--- src/rtl/ide_cycle_ctrl.sv ---
`default_nettype none
// ============================================================================
// Module      : ide_cycle_ctrl
// Description : 68000-bus to IDE drive cycle sequencer. Turns a decoded IDE
//               bus cycle into a timed IOR_n/IOW_n strobe with a
//               mode-dependent active length and recovery time. Also hosts
//               a 2-bit timing mode register reachable through reg_sel.
// Ports       : CLK7M       - 7.09 MHz clock, rising edge
//               RESET       - synchronous active-low reset
//               AS_n, UDS_n, LDS_n, RW - 68000 bus controls
//               ide_access  - IDE window address decode hit
//               ide_enable  - gates new cycles
//               reg_sel     - 1: timing register, 0: drive access
//               DIN[3:0]    - data bits 15:12 (mode write data in 13:12)
//               IOR_n/IOW_n - registered drive strobes
//               DTACK       - registered cycle acknowledge
//               DOUT[3:0]   - mode readback {2'b00, mode}
//               dout_oe     - DOUT bus drive enable
//               busy        - controller not idle
// Revision    : 1.0 - initial release
// ============================================================================
module ide_cycle_ctrl (
  input  logic       CLK7M,
  input  logic       RESET,
  input  logic       AS_n,
  input  logic       UDS_n,
  input  logic       LDS_n,
  input  logic       RW,
  input  logic       ide_access,
  input  logic       ide_enable,
  input  logic       reg_sel,
  input  logic [3:0] DIN,
  output logic       IOR_n,
  output logic       IOW_n,
  output logic       DTACK,
  output logic [3:0] DOUT,
  output logic       dout_oe,
  output logic       busy
);

  typedef enum logic [2:0] {
    S_IDLE    = 3'd0,
    S_SETUP   = 3'd1,
    S_STROBE  = 3'd2,
    S_ACK     = 3'd3,
    S_RECOVER = 3'd4
  } state_t;

  state_t     r_state;
  state_t     w_state_nx;
  logic [1:0] r_mode;
  logic [1:0] r_act_cnt;   // remaining strobe cycles minus one
  logic       r_rec_cnt;   // remaining recovery cycles minus one
  logic       r_reg_cyc;   // current cycle targets the timing register
  logic       r_ior_n;
  logic       r_iow_n;
  logic       r_dtack;
  logic       w_ior_n_nx;
  logic       w_iow_n_nx;
  logic       w_dtack_nx;
  logic       w_start;
  logic       w_unused_din;

  assign w_start = ide_access && !AS_n && (!UDS_n || !LDS_n) && ide_enable;

  // Only DIN[1:0] (bus bits 13:12) carry mode data.
  assign w_unused_din = ^DIN[3:2];

  // Next-state and next-output decode. The strobe outputs are registered from
  // the state that is current at the edge, so the strobe trails STROBE entry
  // by one edge (giving the SETUP cycle), while AS_n going high releases
  // IOR_n/DTACK on the very edge it is sampled.
  always_comb begin
    w_state_nx = r_state;
    w_ior_n_nx = 1'b1;
    w_iow_n_nx = 1'b1;
    w_dtack_nx = 1'b0;
    case (r_state)
      S_IDLE: begin
        if (w_start) begin
          w_state_nx = reg_sel ? S_ACK : S_SETUP;
        end
      end
      S_SETUP: begin
        w_state_nx = AS_n ? S_RECOVER : S_STROBE;
      end
      S_STROBE: begin
        if (AS_n) begin
          w_state_nx = S_RECOVER;
        end else begin
          if (RW) begin
            w_ior_n_nx = 1'b0;
          end else begin
            w_iow_n_nx = 1'b0;
          end
          if (r_act_cnt == 2'd0) begin
            w_state_nx = S_ACK;
          end
        end
      end
      S_ACK: begin
        if (AS_n) begin
          w_state_nx = S_RECOVER;
        end else begin
          w_dtack_nx = 1'b1;
          // Reads keep IOR_n low so drive data stays valid until the CPU latches it.
          if (!r_reg_cyc && RW) begin
            w_ior_n_nx = 1'b0;
          end
        end
      end
      S_RECOVER: begin
        if (!r_rec_cnt) begin
          w_state_nx = S_IDLE;
        end
      end
      default: begin
        w_state_nx = S_IDLE;
      end
    endcase
  end

  always_ff @(posedge CLK7M) begin
    if (!RESET) begin
      r_state   <= S_IDLE;
      r_mode    <= 2'd0;
      r_act_cnt <= 2'd0;
      r_rec_cnt <= 1'b0;
      r_reg_cyc <= 1'b0;
      r_ior_n   <= 1'b1;
      r_iow_n   <= 1'b1;
      r_dtack   <= 1'b0;
    end else begin
      r_state <= w_state_nx;
      r_ior_n <= w_ior_n_nx;
      r_iow_n <= w_iow_n_nx;
      r_dtack <= w_dtack_nx;
      case (r_state)
        S_IDLE: begin
          // Timing is frozen from the mode in force at the start edge, so a
          // register write never reshapes the cycle it belongs to.
          if (w_start) begin
            r_act_cnt <= 2'd3 - r_mode;
            r_rec_cnt <= (r_mode == 2'd0);
            r_reg_cyc <= reg_sel;
            if (reg_sel && !RW) begin
              r_mode <= DIN[1:0];
            end
          end
        end
        S_STROBE: begin
          if (!AS_n && (r_act_cnt != 2'd0)) begin
            r_act_cnt <= r_act_cnt - 2'd1;
          end
        end
        S_RECOVER: begin
          if (r_rec_cnt) begin
            r_rec_cnt <= 1'b0;
          end
        end
        default: begin
        end
      endcase
    end
  end

  assign IOR_n   = r_ior_n;
  assign IOW_n   = r_iow_n;
  assign DTACK   = r_dtack;
  assign DOUT    = {2'b00, r_mode};
  assign dout_oe = (r_state == S_ACK) && r_reg_cyc && RW;
  assign busy    = (r_state != S_IDLE);

endmodule
`default_nettype wire

--- config.mk ---
export PLATFORM = sky130hd
export DESIGN_NAME = ide_cycle_ctrl
export DESIGN_NICKNAME = d
export VERILOG_FILES = /design/src/rtl/ide_cycle_ctrl.sv
export SDC_FILE = /design/constraint.sdc
export NUM_CORES = 1
export LEC_CHECK = 0
export CORE_MARGIN = 1
export CORE_UTILIZATION = 50
export CTS_BUF_LIST = sky130_fd_sc_hd__clkbuf_2 sky130_fd_sc_hd__clkbuf_4 sky130_fd_sc_hd__clkbuf_8
export CTS_CLUSTER_DIAMETER = 120
export DETAILED_ROUTE_END_ITERATION = 6
export GPL_ROUTABILITY_DRIVEN = 0
export PLACE_DENSITY = 0.85
export SYNTH_ARGS = -nofsm -noshare
export SYNTH_HDL_FRONTEND = slang
export SYNTH_SLANG_ARGS = --single-unit
--- constraint.sdc ---
create_clock -name CLK7M -period 3.2 [get_ports CLK7M]
set_input_delay 0.64 -clock CLK7M [delete_from_list [all_inputs] [get_ports CLK7M]]
set_output_delay 0.64 -clock CLK7M [all_outputs]
set_load 0.005 [all_outputs]
[Word level (Yosys, flattened, before mapping)]
Cells that the tools add are included.
Word-level totals
  bits of input ports: 13
  word-level logic and storage cells: 69
  output and inout bits: 9
  bits in registers: 12
Cells by class
  equal/unequal tests: 9
  add/sub/neg operators: 2
  reduce and logical (&&, ||, !) cells: 28
  bitwise operators: 2
  muxes and demuxes: 20
Operators by type and width (count)
  $mux 3: 6
  $pmux 3 s5: 1
  $logic_and 1x1->1: 8
  $ne 2x2->1 const B: 4
  $mux 1: 7
  $eq 3x2->1 const B: 2
  $mux 2: 3
  $reduce_and 2->1: 3
  $reduce_and 3->1: 2
  $reduce_bool 2->1: 3
  $logic_not 1->1: 5
  $logic_not 2->1: 2
  $pmux 1 s2: 2
  $pmux 2 s2: 1
  $reduce_and 4->1: 1
  $eq 3x1->1 const B: 1
  $eq 3x3->1 const B: 1
  $logic_not 3->1: 1
  $ne 3x3->1 const B: 1
  $reduce_bool 3->1: 1
  $reduce_or 3->1: 1
  $not 1->1: 2
  $sub 2x1->2 const B: 1
  $sub 2x2->2 const A: 1
  $logic_or 1x1->1: 1

[Depth between registers and ports, before layout]
  word-level depth: 6
  depth in mapped cells: 6
  gate-level depth less buffers: 5

[Worst setup path before layout]
Ideal clock, no wire load.
  kind: input to register
  start point: input AS_n
  end point: register r_rec_cnt
  arrival time: 1791 ps
  path buffers: 1
  library setup time: 75 ps
  slack: 1335 ps
  required time: 3125 ps
  stages on the path: 5
  cells stage by stage: clkbuf_1 nand3b_4 or2_2 or4_1 o22ai_1
Between the ends
  word-level cells in the longest chain between the ends: 6
RTL lines
  start: declaration: line 25  | input logic AS_n,
  $logic_not 1->1: line 64  | assign w_start = ide_access && !AS_n && (!UDS_n || !LDS_n) && ide_enable;
  $logic_and 1x1->1 (3 in a row): line 64
  $ne 2x2->1 (no line)
  $reduce_and 2->1 (no line)
  end signal: assignment: line 144  | r_rec_cnt <= (r_mode == 2'd0);
  end: declaration: line 53  | logic r_rec_cnt;
Every way passes these cells.
A chain may end at the register's enable or synchronous reset.

[Final worst setup path]
  start point: input RW
  end point: output dout_oe
Between the ends
  word-level cells in the longest chain between the ends: 1
RTL lines
  start: declaration: line 28  | input logic RW,
  $logic_and 1x1->1: line 171  | assign dout_oe = (r_state == S_ACK) && r_reg_cyc && RW;
  end: declaration: line 37  | output logic dout_oe,
Every way passes these cells.

==> qor.tcl <==
set qor(sw_frac_of_total_pct) 33.42
set qor(cellPowerDensity_nw_per_um2) 598.2
set qor(finalCritPeriodShare_pct) 75.79
set qor(rr_endpoint) {r_act_cnt[0]$_SDFFE_PN0P_}
set qor(run_status) {finished clean}
set qor(cp-startpoint) {RW}
set qor(grt_max_degree) 12
set qor(path_common_cell) {sky130_fd_sc_hd__clkdlybuf4s50_1}
set qor(seq_area_frac_synth_pct) 34.47
set qor(grt_util_met2_pct) 30.42
set qor(dieArea_um2) 1547
set qor(max_freq_mhz) 412.3
set qor(post-route-worst-setup-slack_ns) 0.7748
set qor(synth_area_leaders) {sky130_fd_sc_hd__dfxtp_1 (34%), sky130_fd_sc_hd__buf_6 (4.8%), sky130_fd_sc_hd__mux2i_1 (4.3%)}
set qor(syn2layout_area_growth_pct) 24.78
set qor(vdd.ir_drop.worst_uv) 387.4
set qor(wire_per_inst_um) 12.86
set qor(via_count_of_the_first_global_routing_pass) 479
set qor(critical_path_class) {in -> out}
set qor(port_buffers) 17
set qor(hp-class) {reg -> reg}
set qor(finalNetCount) 107
set qor(cts.sinks) 12
set qor(drtAntennaViolNets) 0
set qor(synth.top_cells.by_count) {sky130_fd_sc_hd__dfxtp_1 (12), sky130_fd_sc_hd__nor2_1 (7)}
set qor(synth_edf_count) 0
set qor(grt_pass1_wl_um) 2104
set qor(cts_tree) {done}
set qor(reg2reg_setup_slack_ns) 1.52
set qor(timing.critical_path.from_type) {primary input}
set qor(dpl_worst_slack_ns) 0.7766
set qor(end_point_of_the_critical_path) {dout_oe}
set qor(synth_ff_type) {sky130_fd_sc_hd__dfxtp_1}
set qor(first_pass_iters) 4
set qor(setup_total_negative_slack_ns) 0
set qor(total_inserted_antenna_cells) 0
set qor(worst-r2r-cell-count) 4
set qor(finClkSkew_ns) 0.004633
set qor(groute.layer.met1.usage_pct) 26.90
set qor(yosysTopAreaCellShare_pct) 34.47
set qor(critPathArrivalTime_ns) 1.79
set qor(detail_route.iter0.violations) 23
set qor(per_cell_via_count_in_the_routed_design) 5.748
set qor(power.clock.fraction_pct) 23.4
set qor(drive_above_1_share_pct) 15.22
set qor(fillCellCount) 127
set qor(fp.dieH_um) 39.34
set qor(share_comb_of_total_power_pct) 36.9
set qor(timing.critical_path.cells) {clkdlybuf4s50_1 -> nand2_1 -> nor2_1 -> clkdlybuf4s50_1}
set qor(wirelength_um) 1376
set qor(cts_max_path_buffers) 2
set qor(core_region_um2) 1301
set qor(vias) 615
set qor(power_leakage_nw) 0.3100
set qor(globalRouteOverflowTotal) 0
set qor(htree_levels) 1
set qor(grt_antenna_before_repair) 0
set qor(max_cap_violations) 0
set qor(number_of_setup_violations_in_the_final_report) 0
set qor(cts-hold-fix-buffers) 0
set qor(grt_usage_pct) 20.43
set qor(root_buffer) {sky130_fd_sc_hd__clkbuf_4}
set qor(route.detailed.drc) 0
set qor(busiest_grt_layer) {met2}
set qor(worst_setup_hold_path_clk_slew_ns) 0.08
set qor(netlist_area_um2) 696.9
set qor(dp_hpwl_um) 1009
set qor(setup.worst_path.end_class) {output pin}
set qor(finalHoldViolations) 0
set qor(synth_largest_area_cell) {sky130_fd_sc_hd__dfxtp_1}
set qor(grt_util_met3_pct) 3.409
set qor(worst-path-max-fanout) 4
set qor(yosys_register_bits) 12
set qor(starting_density_of_the_core_pct) 53.56
set qor(synthMostInstantiatedCell) {sky130_fd_sc_hd__dfxtp_1}
set qor(postSynthCellCount) 77
set qor(total_number_of_yosys_warnings) 0
set qor(required_time_of_the_critical_path_ns) 2.56
set qor(power_report.internal_total_w) 0.0003463
set qor(rsz0062_at_grt) {no}
set qor(worst_path_max_delay_cell) {sky130_fd_sc_hd__clkdlybuf4s50_1}
set qor(insertion_delay_ns) 0.27
set qor(drv_slew) 0
set qor(synth-async-reset-ratio_pct) 0
set qor(netlist-cell-type-count) 38
set qor(fin_util_pct) 66.83
set qor(per_instance_average_area_after_synthesis_um2) 9.051
set qor(share_seq_of_total_power_pct) 39.6
set qor(postCtsResizedCells) 0
set qor(ioPinCount) 22
set qor(slowest_delay_ns) 0.51
set qor(cts-buffers-inserted) 3
set qor(worstReg2RegStart) {r_state[0]$_SDFFE_PN0P_}
set qor(floorplan.rows) 13
set qor(die-width_um) 39.34
set qor(layout_min_cycle_time_ns) 2.425
set qor(net-switching-power_w) 0.0001738
set qor(hold_ws_ns) 0.4783
set qor(post_cts_buffers) 0
power groups by stage:
stage	clock, W	sequential, W	combinational (W)
after floorplan	0	0.000185	0.000197
after global placement	0	0.000206	0.000184
after detailed placement	0	0.000208	0.000190
after CTS	0.000123	0.000205	0.000191
after global routing	0.000133	0.000210	0.000214
final	0.000122	0.000206	0.000192
flip-flops by register name, summed over array words and instances (netlist names):
register / count
r_state: 3
IOW_n: 1
r_reg_cyc: 1
r_rec_cnt: 1
IOR_n: 1
r_act_cnt: 2
r_mode: 2
DTACK: 1
worst min-delay path by stage:
stage / startpoint / to / slack, ns / cells past startpoint
after floorplan: r_rec_cnt$_SDFFE_PN0P_ / r_rec_cnt$_SDFFE_PN0P_ / 0.44 / 2
after global placement: r_act_cnt[1]$_SDFFE_PN0P_ / r_act_cnt[1]$_SDFFE_PN0P_ / 0.46 / 2
after detailed placement: r_act_cnt[1]$_SDFFE_PN0P_ / r_act_cnt[1]$_SDFFE_PN0P_ / 0.46 / 2
after CTS: r_act_cnt[1]$_SDFFE_PN0P_ / r_act_cnt[1]$_SDFFE_PN0P_ / 0.48 / 2
after global routing: r_act_cnt[1]$_SDFFE_PN0P_ / r_act_cnt[1]$_SDFFE_PN0P_ / 0.49 / 2
final: r_act_cnt[1]$_SDFFE_PN0P_ / r_act_cnt[1]$_SDFFE_PN0P_ / 0.48 / 2
kinds of logic after synthesis:
| family | share of synthesized area (%) |
|---|---|
| muxes | 5.925 |
| DFF | 34.47 |
| buffers and inverters | 10.23 |
| other | 0.5381 |
| and+or+nand+nor | 31.78 |
| adders and majority gates | 1.795 |
| AOI/OAI and AO/OA | 15.26 |
per-layer routing:
metal | wire [um] | up-vias | share of wire [%]
met4 | 29 | 0 | 2.1
met5 | 0 | - | 0
met3 | 83 | 4 | 6.0
met1 | 613 | 278 | 45
li1 | - | 303 | -
met2 | 650 | 30 | 47
worst max-delay path: cells and delay by family:
kind	cells	cell delay, ns
and+or+nand+nor	2	0.14
buffers and inverters	2	1.01
layout make-up:
class	instances	area [um2]	area share, %
timing repair buffer	17	170.2	19.57
clock buffer	4	36.28	4.173
multi-input combinational	55	389.1	44.75
inverter	4	15.01	1.727
sequential	12	240.2	27.63
tap	15	18.77	2.158
layout by cell type (no fill, tap or decap), types with 2 or more instances in the layout:
master and instances:
sky130_fd_sc_hd__nor3_1 2, sky130_fd_sc_hd__or3_4 2, sky130_fd_sc_hd__a21oi_1 4, sky130_fd_sc_hd__mux2i_1 3
sky130_fd_sc_hd__o21ai_0 4, sky130_fd_sc_hd__conb_1 2, sky130_fd_sc_hd__nor2_1 7, sky130_fd_sc_hd__clkdlybuf4s50_1 17
sky130_fd_sc_hd__clkbuf_4 3, sky130_fd_sc_hd__inv_1 4, sky130_fd_sc_hd__nand2_1 4, sky130_fd_sc_hd__dfxtp_1 12
sky130_fd_sc_hd__or3_1 2, sky130_fd_sc_hd__nand2b_1 2
per-stage QoR:
step / power (W) / cells / instance area (um2)
after floorplan: 0.0003820 / 78 / 700.7
after global placement: 0.0003905 / 103 / 833.3
after detailed placement: 0.0003978 / 103 / 833.3
after CTS: 0.0005184 / 107 / 869.6
after global routing: 0.0005568 / 107 / 869.6
final: 0.0005202 / 107 / 869.6
Note: power is estimated with default switching activity, not from simulation.
